$ cat src/rtl/apb_fsm_controller.sv
// APB-side sequencer of the AHB-to-APB bridge: turns qualified AHB beats into
// APB SETUP/ENABLE phases and stalls the AHB master through Hreadyout.
module apb_fsm_controller #(
  parameter int                ADDR_W    = 32,
  parameter int                DATA_W    = 32,
  parameter logic [ADDR_W-1:0] SLV0_BASE = 32'h8000_0000,
  parameter logic [ADDR_W-1:0] SLV1_BASE = 32'h8400_0000,
  parameter logic [ADDR_W-1:0] SLV2_BASE = 32'h8800_0000
) (
  input  logic              Hclk,
  input  logic              Hreset,
  input  logic              valid,
  input  logic              Hwrite,
  input  logic              Hwritereg,
  input  logic [ADDR_W-1:0] Haddr,
  input  logic [ADDR_W-1:0] Haddr1,
  input  logic [ADDR_W-1:0] Haddr2,
  input  logic [DATA_W-1:0] Hwdata,
  input  logic [DATA_W-1:0] Hwdata1,
  input  logic              Pready,
  output logic [2:0]        Pselx,
  output logic              Penable,
  output logic              Pwrite,
  output logic [ADDR_W-1:0] Paddr,
  output logic [DATA_W-1:0] Pwdata,
  output logic              Hreadyout
);

  // Peripheral 2's window is the same size as the others and ends right after it.
  localparam logic [ADDR_W-1:0] SLV2_END = SLV2_BASE + (SLV1_BASE - SLV0_BASE);

  typedef enum logic [2:0] {
    ST_IDLE,
    ST_WWAIT,
    ST_READ,
    ST_WRITE,
    ST_WRITEP,
    ST_RENABLE,
    ST_WENABLE,
    ST_WENABLEP
  } state_t;

  state_t            state_q, state_d;
  logic [2:0]        pselx_q, pselx_d;
  logic              penable_q, penable_d;
  logic              pwrite_q, pwrite_d;
  logic [ADDR_W-1:0] paddr_q, paddr_d;
  logic [DATA_W-1:0] pwdata_q, pwdata_d;
  logic              hreadyout_q, hreadyout_d;
  logic              idle_exit;

  function automatic logic [2:0] decode(input logic [ADDR_W-1:0] addr);
    logic [2:0] sel;
    sel = 3'b000;
    if (addr >= SLV0_BASE && addr < SLV1_BASE) begin
      sel = 3'b001;
    end else if (addr >= SLV1_BASE && addr < SLV2_BASE) begin
      sel = 3'b010;
    end else if (addr >= SLV2_BASE && addr < SLV2_END) begin
      sel = 3'b100;
    end
    return sel;
  endfunction

  always_comb begin
    state_d     = state_q;
    pselx_d     = pselx_q;
    penable_d   = penable_q;
    pwrite_d    = pwrite_q;
    paddr_d     = paddr_q;
    pwdata_d    = pwdata_q;
    hreadyout_d = hreadyout_q;
    idle_exit   = 1'b0;

    case (state_q)
      ST_IDLE: begin
        idle_exit = 1'b1;
      end

      ST_READ: begin
        state_d     = ST_RENABLE;
        penable_d   = 1'b1;
        hreadyout_d = 1'b1;
      end

      ST_WWAIT: begin
        paddr_d   = Haddr1;
        pwdata_d  = Hwdata;
        pwrite_d  = 1'b1;
        pselx_d   = decode(Haddr1);
        penable_d = 1'b0;
        if (valid) begin
          state_d     = ST_WRITEP;
          hreadyout_d = 1'b0;
        end else begin
          state_d     = ST_WRITE;
          hreadyout_d = 1'b1;
        end
      end

      ST_WRITE: begin
        penable_d = 1'b1;
        if (valid) begin
          state_d     = ST_WENABLEP;
          hreadyout_d = 1'b0;
        end else begin
          state_d     = ST_WENABLE;
          hreadyout_d = 1'b1;
        end
      end

      ST_WRITEP: begin
        state_d     = ST_WENABLEP;
        penable_d   = 1'b1;
        hreadyout_d = 1'b0;
      end

      ST_RENABLE, ST_WENABLE: begin
        if (Pready) begin
          idle_exit = 1'b1;
        end else begin
          hreadyout_d = 1'b0;
        end
      end

      ST_WENABLEP: begin
        if (Pready) begin
          penable_d = 1'b0;
          // The pending beat is two stages back for a write but one stage back for a read.
          if (Hwritereg) begin
            paddr_d  = Haddr2;
            pwdata_d = Hwdata1;
            pselx_d  = decode(Haddr2);
            pwrite_d = 1'b1;
            if (valid) begin
              state_d     = ST_WRITEP;
              hreadyout_d = 1'b0;
            end else begin
              state_d     = ST_WRITE;
              hreadyout_d = 1'b1;
            end
          end else begin
            state_d     = ST_READ;
            paddr_d     = Haddr1;
            pwrite_d    = 1'b0;
            pselx_d     = decode(Haddr1);
            hreadyout_d = 1'b0;
          end
        end else begin
          hreadyout_d = 1'b0;
        end
      end

      default: begin
        state_d = ST_IDLE;
      end
    endcase

    if (idle_exit) begin
      penable_d = 1'b0;
      if (valid && !Hwrite) begin
        state_d     = ST_READ;
        paddr_d     = Haddr;
        pwrite_d    = 1'b0;
        pselx_d     = decode(Haddr);
        hreadyout_d = 1'b0;
      end else begin
        state_d     = valid ? ST_WWAIT : ST_IDLE;
        pselx_d     = 3'b000;
        hreadyout_d = 1'b1;
      end
    end
  end

  always_ff @(posedge Hclk) begin
    if (Hreset) begin
      state_q     <= ST_IDLE;
      pselx_q     <= 3'b000;
      penable_q   <= 1'b0;
      pwrite_q    <= 1'b0;
      paddr_q     <= '0;
      pwdata_q    <= '0;
      hreadyout_q <= 1'b1;
    end else begin
      state_q     <= state_d;
      pselx_q     <= pselx_d;
      penable_q   <= penable_d;
      pwrite_q    <= pwrite_d;
      paddr_q     <= paddr_d;
      pwdata_q    <= pwdata_d;
      hreadyout_q <= hreadyout_d;
    end
  end

  assign Pselx     = pselx_q;
  assign Penable   = penable_q;
  assign Pwrite    = pwrite_q;
  assign Paddr     = paddr_q;
  assign Pwdata    = pwdata_q;
  assign Hreadyout = hreadyout_q;

endmodule

$ cat config.mk
export PLATFORM = sky130hd
export DESIGN_NAME = apb_fsm_controller
export DESIGN_NICKNAME = d
export VERILOG_FILES = /design/src/rtl/apb_fsm_controller.sv
export SDC_FILE = /design/constraint.sdc
export NUM_CORES = 1
export LEC_CHECK = 0
export ABC_AREA = 1
export CAP_MARGIN = 0
export CORE_MARGIN = 2
export CORE_UTILIZATION = 38
export CTS_CLUSTER_SIZE = 24
export DETAILED_ROUTE_END_ITERATION = 8
export HOLD_SLACK_MARGIN = 0.05
export PLACE_DENSITY_LB_ADDON = 0.3
export SLEW_MARGIN = 20
export SYNTH_ARGS = -nofsm -noshare
export SYNTH_HDL_FRONTEND = slang
export SYNTH_SLANG_ARGS = --single-unit
$ cat constraint.sdc
create_clock -name Hclk -period 2.2 [get_ports Hclk]
set_input_delay 0.55 -clock Hclk [delete_from_list [all_inputs] [get_ports Hclk]]
set_output_delay 0.55 -clock Hclk [all_outputs]
set_load 0.1 [all_outputs]
# ---- Word-level counts from Yosys, hierarchy flattened
# Cells that the tools add are included.
dict set report op_classes {
  addsub 0
  multipliers 0
  div 0
  n_lt_le_gt_ge 18
  n_eq_ne 11
  shifts 0
  n_mux 46
  n_bitwise 0
  reduce_logical 26
}
# cell count
set op_table {}
lappend op_table {{$ge A32 B32 Y1 const B} 9}
lappend op_table {{$lt A32 B32 Y1 const B} 9}
lappend op_table {{$mux W32} 6}
lappend op_table {{$pmux W32 S2} 2}
lappend op_table {{$mux W3} 17}
lappend op_table {{$pmux W3 S5} 1}
lappend op_table {{$mux W1} 14}
lappend op_table {{$eq A3 B3 Y1 const B} 4}
lappend op_table {{$reduce_bool A6 Y1} 2}
lappend op_table {{$logic_and A1 B1 Y1} 10}
lappend op_table {{$reduce_and A2 Y1} 4}
lappend op_table {{$eq A3 B2 Y1 const B} 2}
lappend op_table {{$ne A3 B3 Y1 const B} 2}
lappend op_table {{$pmux W3 S2} 1}
lappend op_table {{$reduce_bool A3 Y1} 2}
lappend op_table {{$reduce_or A2 Y1} 3}
lappend op_table {{$pmux W1 S5} 1}
lappend op_table {{$ne A2 B2 Y1 const B} 2}
lappend op_table {{$pmux W1 S2} 2}
lappend op_table {{$eq A3 B1 Y1 const B} 1}
lappend op_table {{$logic_not A3 Y1} 1}
lappend op_table {{$pmux W1 S3} 1}
lappend op_table {{$reduce_and A3 Y1} 1}
lappend op_table {{$reduce_or A3 Y1} 1}
lappend op_table {{other kinds (3)} 3}
dict set report totals {
  reg_bits 73
  latchBits 0
  ram_bits 0
  romBits 0
  input_bits 166
  output_inout_bits 70
  elab_cells 108
  mem_count 0
}

# ---- Logic depth before layout (Yosys ltp)
# Gate-level depths: netlist of run 1.
dict set report logic_depth {
  ltp_word 9
  depth_mapped 11
}

# ---- Worst setup path before layout of run 1
# OpenSTA, ideal clock, no wires.
dict set report synth_path {
  path_type {input to register}
  start {input Pready}
  end {register paddr_q[0], in the netlist Paddr[0]}
  setup_time_ns 0.117
  arrival_time_ns 1.585
  t_required_ns 2.083
  slack_ns 0.498
  cell_stages 8
  n_path_buf 3
  path_cell_list {buf_2 -> nand4_1 -> nand2_1 -> nand2_1 -> buf_2 -> buf_2 -> o21ai_0 -> nor2_1}
}
dict set report synth_via {
  elab_chain_cells 4
  elab_cells_between_ends 6
  classes_between {mux (6)}
}
# element line
set synth_lines {}
lappend synth_lines {{start, declared} 20} ;# input logic Pready,
lappend synth_lines {{$mux W32} 127} ;# if (Pready) begin
lappend synth_lines {{$pmux W32 S2} 75} ;# case (state_q)
lappend synth_lines {{$mux W32} 161} ;# if (valid && !Hwrite) begin
lappend synth_lines {{$mux W32 *} 159} ;# if (idle_exit) begin
lappend synth_lines {{end signal, assigned} 189} ;# paddr_q <= paddr_d;
lappend synth_lines {{end, declared} 47} ;# logic [ADDR_W-1:0] paddr_q, paddr_d;
# Every way passes the cells marked *; elsewhere a longest branch is shown, timed or not.
# A chain may end at the register's enable or synchronous reset.

# ---- Worst setup path in the final report of run 1
dict set report layout_path {
  start {register state_q[2]}
  end {register paddr_q[15], in the netlist Paddr[15]}
}
dict set report layout_via {
  elab_chain_cells 4
  elab_cells_between_ends 10
  classes_between {eq/ne (4); mux (4); reduce/logical (2)}
}
# element line
set layout_lines {}
lappend layout_lines {{start, declared} 43} ;# state_t state_q, state_d;
lappend layout_lines {{start signal, assigned} 185} ;# state_q <= state_d;
lappend layout_lines {{$eq A3 B3 Y1 or $eq A3 B1 Y1 (tied branches)} 75}
lappend layout_lines {{$pmux W32 S2 or $reduce_or A2 Y1 (tied branches)} 75}
lappend layout_lines {{$mux W32 or $pmux W1 S2 (tied branches)} {161, 75}}
lappend layout_lines {{$mux W32 *} 159}
# Marked as above.

==> results of run 1 <==
-- final cells by class --
class,count,area share
repair buffers,255,0.368
multi-input cells,451,0.321
flip-flops and latches,73,0.225
inverters,60,0.0347
well taps,136,0.0262
clock buffers,10,0.0196
clock inverters,6,0.00539
-- layer usage --
metal	vias up	routed length, um	global-route usage
li1	2522	-	-
met1	2225	5770	0.287
met2	239	6690	0.422
met3	22	1420	0.0699
met4	0	239	0.0752
met5	-	0	0
-- cell usage in the layout, fill, tap and decap left out, types with 2 or more instances in the layout --
cell type / instances
a21oi_1: 5
a31oi_1: 35
buf_12: 5
buf_4: 85
clkbuf_8: 9
clkdlybuf4s50_1: 165
clkinv_2: 4
clkinvlp_4: 2
dfxtp_1: 73
inv_1: 56
inv_2: 3
nand2_1: 128
nand3_1: 76
nand4_1: 4
nor2_1: 85
o21ai_0: 78
o21ai_1: 28
-- registers in the layout (all words and copies together), names as in the netlist --
signal / flops
Hreadyout: 1
Paddr: 32
Penable: 1
Pselx: 3
Pwdata: 32
Pwrite: 1
state_q: 3
-- power by group through the flow --
stage	registers, mW	logic [mW]	clock network, mW
finish	2.10	6.08	0.917
global route	2.15	6.39	0.998
CTS	2.09	6.08	0.939
detailed placement	2.11	6.07	0
global placement	2.10	6.03	0
floorplan	5.24	1.43	0
-- how the worst max path moves through the flow --
stage                     from          to  slack, ns  cells past startpoint
global route        state_q[2]  Pwdata[23]       0.18                      7
detailed placement      Pready   Pwdata[4]       0.08                      7
CTS                 state_q[2]   Pwdata[4]       0.33                      7
global placement        Pready  Pwdata[22]       0.13                      7
floorplan               Pready    Paddr[0]       0.50                      8
finish              state_q[2]   Paddr[15]       0.34                      7
-- critical path, stage by stage (launching register included) --
cell     delay [ns]
dfxtp_1        0.48
nand3_2        0.14
inv_2          0.34
a31oi_2        0.20
buf_12         0.20
o21ai_0        0.29
nor2_1         0.07
nor2_1         0.08
-- cell families after synthesis --
family,after synthesis,synth area share
AO/OA/AOI/OAI,151,0.208
buffers and inverters,103,0.104
AND/OR/NAND/NOR,300,0.318
flip-flops,73,0.370
-- metrics by stage --
| stage | setup slack, ns | area [um^2] |
|---|---|---|
| floorplan | 0.498 | 3950 |
| global placement | 0.129 | 6330 |
| detailed placement | 0.0836 | 6330 |
| CTS | 0.333 | 6490 |
| global route | 0.184 | 6490 |
| finish | 0.343 | 6490 |
==> reports/metrics.yaml, run 1 <==
grt_max_degree: 65
clkPwrFrac: 0.101
clockRootBuffer: "clkbuf_8"
crit_path_end_kind: "flop"
crit_type: "flop to flop"
drive_gt1_frac: 0.133
avgSynthCellArea_um2: 6.30
detail_route.vias_per_cell: 5.05
io_buffers: 235
cts_tree: "built"
layout.nets: 1016
synth_edf_count: 0
antenna_found_initial: 0
clock_path_buffers: 2
synth_top_area_frac: 0.370
routedWlPerCell_um: 14.3
synthArstFlopShare: 0
switching_share: 0.592
hold_end: "Pwdata[7]"
p_switching_mw: 5.38
hp-start: "Pwdata[7]"
syn_inst: 627
fin_skew_ns: 0.0120
post_cts_buffers: 0
r2r_slack_ns: 0.34
max_freq_mhz: 539
clkSlewWorstSetupHoldPaths_ns: 0.08
synth.area.top_cells: "dfxtp_1, nand2_1, o21ai_0"
synth_commonest_cells: "nand2_1, nor2_1, o21ai_0"
rsz0062_at_grt: "no"
min_path_cells: 2
antennaDiodeCount: 0
netlist_area_um2: 3950
syn-num-nets: 793
r2r-start: "state_q[2]"
initial_core_util: 0.388
yosysMostFrequentCell: "nand2_1"
fillCellCount: 915
clock-sinks: 73
p_per_area_nw_per_um2: 1400
instances_no_fill: 991
p_int_mw: 3.71
grt_pass1_wl_um: 22100
comb_power_share: 0.669
multi_input_area_um2: 2090
critPathLaunchType: "flop"
rows: 37
hp-class: "flop to flop"
status: "finished clean"
track_usage: 0.242
cp_max_fo: 21
final-hold-violation-count: 0
htree_levels: 3
min_period_ns: 1.86
drt_iter0_drc: 297
area_delta_synth_final_pct: 64.5
vias: 5008
cap_viol_max_count: 0
gp_congestion: 0.915
seqPwrFrac: 0.231
ys_seq_elements: 73
slew_viol_final: 0
design.die.area_um2: 11200
route.detailed.drc: 0
cts_hold_buf: 0
antenna_left: 0
final-setup-viol-count: 0
ios: 236
regToRegEndpoint: "Paddr[15]"
synth_top_cell_by_area: "dfxtp_1"
fin_util: 0.638
total_power_mw: 9.09
worst-r2r-cell-count: 7
yosysSeqAreaShare: 0.370
p_leak_nw: 2.97
yosysUniqueCellTypes: 25
grt_overflow: 0
post_cts_resized: 0
relSlewSlack: 0.733
core_area_um2: 10200
ir_drop_mv: 1.01
hpwlAfterDp_um: 10500
grt_pass1_vias: 4696
dp.cells: 975
die_y_um: 106
die_w_um: 106
synth_warnings: 0
synth-main-ff-cell: "dfxtp_1"
drt_first_pass_iters: 5
cp_data_arrival_time_ns: 2.14
holdWs_ns: 0.525
period_share: 0.844
worst_pin_slew_ns: 0.400
clk_latency_ns: 0.34
cp.required_ns: 2.48
wl_um: 14100
area.sequential_um2: 1460
tns_ns: 0
cts_inserted_buffers: 9
Power figures use the tool's default switching activity.
==> inputs of run 2 (changes only) <==
Clock period 2.2 ns to 1.93 ns, I/O delays scaled along.
==> reports/metrics.yaml, run 2 (synthesis gave the netlist of run 1 again) <==
area_delta_synth_final_pct: 89.7
crit_type: "flop to flop"
clkSlewWorstSetupHoldPaths_ns: 0.07  # about the same
clk_latency_ns: 0.36  # +0.02 ns
max_freq_mhz: 578  # +7.4%
vias: 5184  # +3.5%
cp_data_arrival_time_ns: 2.00  # -0.14 ns
route.detailed.drc: 0  # unchanged
track_usage: 0.265  # +0.0232
grt_pass1_wl_um: 24100  # +9.2%
routedWlPerCell_um: 15.3  # +7.3%
grt_max_degree: 65  # unchanged
gp_congestion: 0.968  # +5.7%
initial_core_util: 0.388  # unchanged
drive_gt1_frac: 0.139  # +0.00536
final-setup-viol-count: 0  # unchanged
switching_share: 0.528  # -0.0638
cp_max_fo: 64  # +200%
rsz0062_at_grt: "no"
design.die.area_um2: 11200  # unchanged
wl_um: 15200  # +7.6%
ir_drop_mv: 0.948  # -5.9%
die_w_um: 106  # unchanged
cap_viol_max_count: 0  # unchanged
grt_overflow: 0  # unchanged
fin_util: 0.735  # +0.0975
seqPwrFrac: 0.216  # -0.015
hpwlAfterDp_um: 11300  # +8.2%
hp-class: "flop to flop"
io_buffers: 235  # unchanged
worst_pin_slew_ns: 0.313  # -0.0870 ns
cts_tree: "built"
final_cell_mix: "clkdlybuf4s50_1, nand2_1, nor2_1, o21ai_0"
dp.cells: 978  # +0.31%
min_period_ns: 1.73  # -0.128 ns
comb_power_share: 0.668  # about the same
antenna_left: 0  # unchanged
drt_first_pass_iters: 6  # +1
clock_path_buffers: 2  # unchanged
rows: 37  # unchanged
slew_viol_final: 0  # unchanged
htree_levels: 3  # unchanged
period_share: 0.896  # +0.0517
crit_path_end_kind: "flop"
cts_inserted_buffers: 9  # unchanged
ios: 236  # unchanged
p_switching_mw: 6.52  # +21%
drt_iter0_drc: 465  # +57%
fillCellCount: 792  # -13%
grt_pass1_vias: 4943  # +5.3%
cts_hold_buf: 0  # unchanged
antennaDiodeCount: 0  # unchanged
cp.required_ns: 2.20  # -0.28 ns
core_area_um2: 10200  # unchanged
final_common_cell: "clkdlybuf4s50_1"
p_leak_nw: 3.25  # +9.3%
clockRootBuffer: "clkbuf_8"
detail_route.vias_per_cell: 5.22  # +3.2%
status: "finished clean"
die_y_um: 106  # unchanged
fin_skew_ns: 0.0174  # +0.00546 ns
p_per_area_nw_per_um2: 1650  # +18%
instances_no_fill: 994  # +0.30%
relSlewSlack: 0.791  # +0.0584
final-hold-violation-count: 0  # unchanged
clock-sinks: 73  # unchanged
layout.nets: 1019  # +0.30%
clkPwrFrac: 0.116  # +0.015
antenna_found_initial: 0  # unchanged
p_int_mw: 5.84  # +57%
critPathLaunchType: "flop"
-- run 2: routing by layer --
metal / up-vias / routed length [um] / GRT usage
met1: 2348 / 5880 / 0.313
met5: - / 0 / 0
met3: 28 / 1500 / 0.0754
met4: 0 / 311 / 0.0893
met2: 281 / 7510 / 0.462
li1: 2527 / - / -
-- run 2: area by class of cell --
type | count | area, um^2 | area share
inverters | 60 | 225 | 0.0301
flip-flops and latches | 73 | 1460 | 0.195
multi-input cells | 451 | 2090 | 0.280
clock buffers | 11 | 151 | 0.0202
well taps | 136 | 170 | 0.0227
repair buffers | 258 | 3300 | 0.441
clock inverters | 5 | 85.1 | 0.0114
-- run 2: through the flow --
stage	hold slack [ns]	cell area, um^2	worst slack, ns	power, mW	setup TNS [ns]
floorplan	0.509	3950	0.296	7.60	0
global placement	0.536	7240	-0.0266	10.8	-0.221
detailed placement	0.544	7240	-0.110	10.9	-2.39
CTS	0.557	7480	0.0162	12.4	0
global route	0.584	7490	0.0372	12.9	0
finish	0.556	7490	0.201	12.4	0
-- run 2: power by group through the flow --
stage                     clock [mW]  combinational (mW)  sequential, mW
after global placement             0                8.14            2.65
after detailed placement           0                8.25            2.68
after CTS                       1.45                8.27            2.65
final                           1.43                8.26            2.67
after global routing            1.52                8.64            2.73
after floorplan                    0                1.63            5.98
-- run 2: repair_timing --
| action | CTS | global route |
|---|---|---|
| gates resized for setup | 0 | 2 |
| buffers inserted | 0 | 0 |
| setup endpoints to repair | 0 | 39 |
-- run 2: worst max-delay path, cell delays in order (launching register included) --
cell and delay, ns:
dfxtp_1 0.46, nand3_4 0.24, inv_2 0.18, nand2_4 0.08, o21ai_4 0.14, buf_12 0.27
o21ai_0 0.12, a31oi_1 0.15
-- run 2: final timing paths --
kind	start	endpoint	slack [ns]	depth (start not counted)
max	state_q[0]	Pwdata[23]	0.20	7
min	Pwdata[14]	Pwdata[14]	0.56	2
max reg2reg	state_q[0]	Pwdata[23]	0.20	7
min reg2reg	Pwdata[14]	Pwdata[14]	0.56	2
==> variant (settings of run 2) <==
Take the reset off `pwdata_q` and load it in a clocked block of its own.
--- a/src/rtl/apb_fsm_controller.sv
+++ b/src/rtl/apb_fsm_controller.sv
@@ -181,3 +181,2 @@
       paddr_q     <= '0;
-      pwdata_q    <= '0;
       hreadyout_q <= 1'b1;
@@ -189,5 +188,8 @@
       paddr_q     <= paddr_d;
-      pwdata_q    <= pwdata_d;
       hreadyout_q <= hreadyout_d;
     end
+  end
+
+  always_ff @(posedge Hclk) begin
+    pwdata_q <= pwdata_d;
   end
Function: differs if Hreset is asserted again (counterexample within 4 cycles, from zero or initial values and one cycle with Hreset high); with Hreset held inactive, the same outputs for 4 cycles.
==> variant against run 2 <==
Total power fell by 13%; sequential share of layout area grew 4.2 points; critical path type unchanged; final area increased by 0.60%; critical path depth increased by 2; sequential cell count unchanged; setup slack gained 0.096 ns; routed wire length fell by 7.5%; combinational power fell by 16%; count of clock-buffer cells in the layout down 2; via count shrank 8.0%; clock skew shrank 0.0066 ns; area after synthesis up 2.9%.
==> variant: results (changes against run 2) <==
metric	value	unit	change
WP data arrival	1.87	ns	was 2.00 ns
worst setup path endpoint	Paddr[31]		was Pwdata[23]
drt pass-1 iters	7		was 6
syn_nets	751		was 793
Synth Flop Type	dfxtp_1		unchanged
H-tree depth	3		unchanged
Leak	3.36	nW	was 3.25 nW
placed wire-length estimate	10700	um	was 11300 um
CP max stage delay	0.37	ns	was 0.46 ns
clock skew	0.0108	ns	was 0.0174 ns
fillers	751		was 792
Nets	983		was 1019
worst-path fanout max	16		was 64
met2 wire length	7070	um	was 7510 um
CTS root buffer	clkbuf_8		unchanged
warnings from Yosys	0		unchanged
drt initial violations	299		was 465
largest net degree at the start of global routing	35		was 65
FF-to-FF path depth	9		was 7
share of layout cells above drive strength 1	15.0	%	was 13.9%
routability-driven placement congestion ratio	0.858		was 0.968
vias	4771		was 5184
met3 wire length	1500	um	about the same
Routed WL per cell	14.7	um	was 15.3 um
post-synthesis sequential area ratio	43.9	%	was 37.0%
mux share of post-synthesis cell area	0	%	unchanged
Least-Margin Pin Slew	0.363	ns	was 0.313 ns
top post-synthesis cells by count	nand2_1, nor2_1, nand3_1		was nand2_1, nor2_1, o21ai_0
EDFF count, synth	32		was 0
clock buffer count from CTS	9		unchanged
CTS max path bufs	2		unchanged
Synth Area in Compound Gates	11.1	%	was 20.8%
M1 WL	5360	um	was 5880 um
Synth area leaders	edfxtp_1, dfxtp_1, nand2_1		was dfxtp_1, nand2_1, o21ai_0
r2r startpoint	state_q[2]		was state_q[0]
met2 Track Usage GR	43.1	%	was 46.2%
Diodes inserted	0		unchanged
global-route wire length before repair	21400	um	was 24100 um
Tot GR Track Use	23.4	%	was 26.5%
synth unique cells	30		was 25
post-synthesis adder-cell area fraction	0	%	unchanged
r2r setup slk	0.30	ns	was 0.20 ns
XOR/XNOR share of the synthesized area	0	%	unchanged
top cell family by delay on the critical path	simple AND/OR/NAND/NOR gates		was flip-flops
GR Util met3	8.90	%	was 7.54%
status	finished clean		unchanged
HP Class	flop to flop		unchanged
Critical Path Slowest Stage Cell	dfxtp_2		was dfxtp_1
via count of the first global-routing pass	4425		was 4943
maximum vdd drop	0.000775	V	was 0.000948 V
met1 usage in global routing	25.2	%	was 31.3%
[variant: cell types whose count changed after synthesis, sizes merged, moves of 15 or more]
cell	before	now
o21ai	107	71
a31oi	36	3
nand2	130	163
dfxtp	73	41
edfxtp	0	32
clkbuf	30	15
[variant: power by group]
| part | switching, mW | internal, mW | total [mW] |
|---|---|---|---|
| registers | 0.472 | 2.15 | 2.62 |
| logic | 4.45 | 2.51 | 6.95 |
| clock network | 0.593 | 0.595 | 1.19 |
| total | 5.51 | 5.25 | 10.8 |
[variant: through the flow]
stage | instances | area [um2] | setup WS (ns) | hold slack [ns] | utilization [%]
6_report | 958 | 7530 | 0.297 | 0.546 | 72.6
5_1_grt | 958 | 7530 | 0.179 | 0.558 | 72.6
4_1_cts | 958 | 7530 | 0.316 | 0.549 | 72.6
3_5_place_dp | 942 | 7340 | 0.00470 | 0.537 | 70.8
3_3_place_gp | 942 | 7340 | 0.0441 | 0.525 | 70.8
2_1_floorplan | 585 | 4090 | 0.0207 | 0.505 | -
[variant: worst min path at each step]
stage | depth (start not counted) | start | end | slack, ns
floorplan | 2 | state_q[0] | state_q[0] | 0.50
global placement | 2 | Penable | Penable | 0.53
detailed placement | 2 | state_q[0] | state_q[0] | 0.54
CTS | 2 | state_q[0] | state_q[0] | 0.55
global route | 2 | Penable | Penable | 0.56
finish | 2 | Penable | Penable | 0.55
[variant: cells by family after synthesis]
family / after synthesis
AOI/OAI and AO/OA: 84
buffers and inverters: 90
DFF: 73
and+or+nand+nor: 338
[variant: final cells by class]
cell class	count	area share, %
Timing Repair Buffer	254	43.2
Clock inverter	7	0.930
Tap cell	136	2.26
Inverter	57	2.84
Multi-Input combinational cell	422	25.4
Clock buffer	9	1.64
Sequential cell	73	23.7
